$ cat config.mk
export PLATFORM = sky130hd
export DESIGN_NAME = instr_fetch
export DESIGN_NICKNAME = d
export VERILOG_FILES = /design/src/rtl/instr_fetch.sv
export SDC_FILE = /design/constraint.sdc
export NUM_CORES = 1
export LEC_CHECK = 0
export CORE_UTILIZATION = 54
export CTS_CLUSTER_SIZE = 20
export DETAILED_ROUTE_END_ITERATION = 6
export DONT_BUFFER_PORTS = 1
export GPL_TIMING_DRIVEN = 0
export PLACE_DENSITY = 0.72
export RECOVER_POWER = 25
export SETUP_SLACK_MARGIN = 0.2
export SLEW_MARGIN = 20
export SYNTH_ARGS = -nofsm -noshare
export SYNTH_HDL_FRONTEND = slang
export SYNTH_SLANG_ARGS = --single-unit
$ cat constraint.sdc
create_clock -name clk -period 1.39 [get_ports clk]
set_input_delay 0.278 -clock clk [delete_from_list [all_inputs] [get_ports clk]]
set_output_delay 0.278 -clock clk [all_outputs]
set_load 0.05 [all_outputs]
$ cat src/rtl/instr_fetch.sv
// Instruction fetch: reads one word at PC and splits it into opcode/rd/rs1/rs2. Optional HALT support under FETCH_HALT_EN.
// Latency: ack-to-valid 1 cycle, transfer-to-next-request 1 cycle; at most one read outstanding.
// Backpressure: the decoded fields hold while instr_valid && !instr_ready, and no new request is issued meanwhile.
module instr_fetch #(
    parameter int PC_W    = 8,
    parameter int INSTR_W = 16
) (
    input  logic               clk,
    input  logic               reset,
    input  logic               start,
    input  logic               load_pc,
    input  logic [PC_W-1:0]    load_addr,
    output logic               imem_req,
    output logic [PC_W-1:0]    imem_addr,
    input  logic               imem_ack,
    input  logic [INSTR_W-1:0] imem_rdata,
    output logic [2:0]         opcode,
    output logic [2:0]         rd,
    output logic [2:0]         rs1,
    output logic [2:0]         rs2,
    output logic [PC_W-1:0]    instr_pc,
    output logic               instr_valid,
    input  logic               instr_ready,
    output logic               halted
);

`ifdef FETCH_HALT_EN
    localparam bit HALT_EN = 1'b1;
`else
    localparam bit HALT_EN = 1'b0;
`endif

    typedef enum logic [1:0] {IDLE, REQ, PRESENT, HALTED} state_t;

    state_t          state;
    state_t          state_nxt;
    logic [PC_W-1:0] pc;
    logic [11:0]     fields;
    logic            is_halt;

    assign is_halt = HALT_EN && (fields[11:9] == 3'b111);

    always_ff @(posedge clk) begin
        if (reset) begin
            state <= IDLE;
        end else begin
            state <= state_nxt;
        end
    end

    always_comb begin
        state_nxt = state;
        case (state)
            IDLE:    if (start) state_nxt = REQ;
            REQ:     if (imem_ack) state_nxt = PRESENT;
            PRESENT: if (instr_ready) state_nxt = is_halt ? HALTED : REQ;
            HALTED:  state_nxt = HALTED;
            default: state_nxt = IDLE;
        endcase
    end

    always_comb begin
        imem_req    = 1'b0;
        instr_valid = 1'b0;
        halted      = 1'b0;
        case (state)
            REQ:     imem_req    = 1'b1;
            PRESENT: instr_valid = 1'b1;
            HALTED:  halted      = HALT_EN;
            default: ;
        endcase
    end

    // Only the top 12 bits carry decoded fields; the rest of the word is dropped.
    always_ff @(posedge clk) begin
        if (reset) begin
            pc       <= '0;
            fields   <= '0;
            instr_pc <= '0;
        end else if (state == IDLE) begin
            if (load_pc) pc <= load_addr;
        end else if ((state == REQ) && imem_ack) begin
            fields   <= imem_rdata[INSTR_W-1 -: 12];
            instr_pc <= pc;
            pc       <= pc + PC_W'(1);
        end
    end

    generate
        if (INSTR_W > 12) begin : g_low_bits
            logic unused_low;
            assign unused_low = ^imem_rdata[INSTR_W-13:0];
        end
    endgenerate

    assign imem_addr = pc;
    assign opcode    = fields[11:9];
    assign rd        = fields[8:6];
    assign rs1       = fields[5:3];
    assign rs2       = fields[2:0];

endmodule

==> impl_metrics.env <==
export IMPL_status="finished with violations"
export IMPL_violations="setup timing"
export IMPL_cp_arrival_ps=1730
export IMPL_crit_type="reg -> reg"
export IMPL_hold_path_class="in -> reg"
export IMPL_grt_overflow_total=0
export IMPL_power_leakage_nw=0.566
export IMPL_die_area_sq_mm=0.00262
export IMPL_final_design_area_no_fill_sq_mm=0.00166
export IMPL_core_sq_mm=0.00225
export IMPL_relSlewSlack_pct=56.3
export IMPL_gp_congestion=0.839
export IMPL_power_frac_seq_pct=56.8
export IMPL_diodes=0
export IMPL_vias=1218
export IMPL_die_y_um=51.2
export IMPL_cts_tree="built"
export IMPL_postSynthCellCount=168
export IMPL_synth_edf_count=0
export IMPL_power_w=0.00204
export IMPL_crit_path_max_fanout=5
export IMPL_rows=17
export IMPL_nFillCells=188
export IMPL_grt_usage_pct=24.2
export IMPL_synth_largest_area_cell="dfxtp_1"
export IMPL_fin_ws_ps=-93.1
export IMPL_cts_hold_buf=0
export IMPL_synth_most_common_cell="nand2_1"
export IMPL_dp_hpwl_mm=1.99
export IMPL_clockPowerShare_pct=26.2
export IMPL_ant_nets=0
export IMPL_yosysSeqAreaShare_pct=45.9
export IMPL_clock_sinks=30
export IMPL_period_needed_ps=1480
export IMPL_syn2layout_area_growth_pct=26.7
export IMPL_synthSimpleGateAreaFrac_pct=27.2
export IMPL_routed_via_density=5.86
export IMPL_power_density_mw_per_mm2=1230
export IMPL_drt_total_wl_mm=3.20
export IMPL_ys_flop_type="dfxtp_1"
export IMPL_start_util_pct=58.0
export IMPL_synth_top_family_by_area="simple AND/OR/NAND/NOR gates"
export IMPL_synth_compound_area_share_pct=19.0
export IMPL_syn_avg_cell_area_sq_um=7.79
export IMPL_synth_xor_xnor_area_share_pct=0
export IMPL_tightest_slew_ps=656
export IMPL_grt_start_max_net_pins=11
export IMPL_wire_per_inst_um=15.4
export IMPL_critPathLaunchType="flip-flop"
export IMPL_tns_ps=-1240
export IMPL_synthTopCellsByArea="dfxtp_1 (46%), nand2_1 (14%), a21oi_1 (10%)"
export IMPL_fmax_mhz=674
export IMPL_clk_pin_slew_worst_paths_ps=90
export IMPL_antenna_found_initial=0
export IMPL_dr_pass1_iters=4
export IMPL_numPortBuffers=0
export IMPL_synth_area_mux_share_pct=0.765
export IMPL_switchingPower_w=0.000728
export IMPL_io_pins=61
export IMPL_ys_ff_latch=30
export IMPL_rsz0062_at_grt="true"
export IMPL_synth_nets=199
export IMPL_yosysWarnings=0
export IMPL_grt_pass1_wl_mm=4.70
export IMPL_cts_buffers=5
export IMPL_synth_top_area_share_pct=45.9
export IMPL_drcViolationCount=0
export IMPL_drv_slew=0
export IMPL_htreeDepth=2
export IMPL_drtIter0Drc=24
export IMPL_fin_worst_skew_ps=4.27
export IMPL_synth_commonest_cells="nand2_1 (49), dfxtp_1 (30), a21oi_1 (27)"
export IMPL_synth_distinct_cells=33
export IMPL_drive_above_1_share_pct=43.9
export IMPL_critPathCaptureType="flip-flop"
export IMPL_hold_slack_ps=79.2
export IMPL_clockRootBuffer="clkbuf_4"
export IMPL_cp_required_ps=1640
export IMPL_switching_share_pct=35.7
export IMPL_peakVddDrop_uv=729
export IMPL_cap_violations=0
export IMPL_clockBufferDepth=2
export IMPL_synthAdderAreaFrac_pct=0.956
export IMPL_post_route_period_util_pct=107
export IMPL_die_w_um=51.2
export IMPL_dp_slack_ps=-65.0
export IMPL_async_reset_ff_share_pct=0
export IMPL_power_frac_comb_pct=17.0
export IMPL_intPower_w=0.00131
export IMPL_grt_pass1_vias=1113
export IMPL_insertion_delay_ps=320
export IMPL_hold_viol_final=0
export IMPL_setup_violations=24
export IMPL_nets=210
export IMPL_place_area_sq_mm=0.00141
export IMPL_syn_area_sq_mm=0.00131
what timing repair did:
action                     CTS  global route
cloned                       3             0
setup buffers                0             1
resized for setup           32            35
pin swaps                    9            17
hold endpoints to repair     0             0
setup endpoints to repair   52            33
layout make-up:
| type | instances | area, sq um | share of cell area, % |
|---|---|---|---|
| buffer | 12 | 97.6 | 5.89 |
| clock buffer | 7 | 55.1 | 3.32 |
| clock inverter | 1 | 5.00 | 0.302 |
| inverter | 2 | 7.51 | 0.453 |
| multi-input combinational | 124 | 776 | 46.8 |
| sequential | 30 | 647 | 39.0 |
| tap | 28 | 35.0 | 2.11 |
| timing repair buffer | 4 | 35.0 | 2.11 |
metal layers:
layer / share of wire, % / vias to the layer above / track usage (%)
met5: 0 / - / 0
met4: 0.78 / 0 / 9.46
met3: 6.1 / 5 / 7.44
met2: 48 / 42 / 39.0
met1: 45 / 571 / 30.1
li1: - / 600 / -
cell usage in the layout, fill, tap and decap left out, types with 3 or more instances in the layout:
master / Yosys / layout
a21oi_2: 0 / 15
o21ai_1: 1 / 4
dfxtp_2: 0 / 16
dfxtp_4: 0 / 7
buf_6: 2 / 7
dfxtp_1: 30 / 7
nand2_2: 0 / 5
clkbuf_1: 5 / 4
nand2_1: 49 / 42
o21ai_2: 0 / 3
nor2_1: 4 / 3
and2_1: 6 / 5
clkbuf_4: 0 / 8
o21ai_0: 10 / 4
a21oi_1: 27 / 12
worst max-delay path, cell delays in order (launching register included):
cell and delay, ps:
dfxtp_2 340, buf_6 110, nor2b_4 360, and2_4 270, buf_6 130, nand2_1 80
a21oi_2 130
worst paths after layout:
check,startpoint,end,slack (ps),cells past startpoint
min,imem_rdata[9],fields[5]$_SDFFE_PP0P_,80,2
max reg2reg,state[0]$_SDFFE_PP0P_,fields[7]$_SDFFE_PP0P_,-90,6
min reg2reg,state[1]$_SDFFE_PP0P_,state[1]$_SDFFE_PP0P_,570,2
max,state[0]$_SDFFE_PP0P_,fields[7]$_SDFFE_PP0P_,-90,6
registers in the layout (all words and copies together) (netlist names):
name       cells
state          2
imem_addr      8
fields        12
instr_pc       8
cell families after synthesis:
kind of cell | after synthesis
adders and majority gates | 1
AOI/OAI and AO/OA | 44
muxes | 1
other | 1
buffers and inverters | 14
DFF | 30
and+or+nand+nor | 77
power by group through the flow:
stage / registers [W] / logic (W) / clock network [W]
after floorplan: 0.00115 / 0.000242 / 0
after global placement: 0.00117 / 0.000276 / 0
after detailed placement: 0.00117 / 0.000286 / 0
after CTS: 0.00115 / 0.000305 / 0.000547
after global routing: 0.00117 / 0.000376 / 0.000589
final: 0.00116 / 0.000348 / 0.000534
stage by stage:
stage	cells	utilization, %
3_3_place_gp	196	62.5
4_1_cts	207	68.5
6_report	208	73.5
3_5_place_dp	196	62.5
5_1_grt	208	73.5
2_1_floorplan	168	-
No activity file was read; power rests on OpenSTA's default activity.
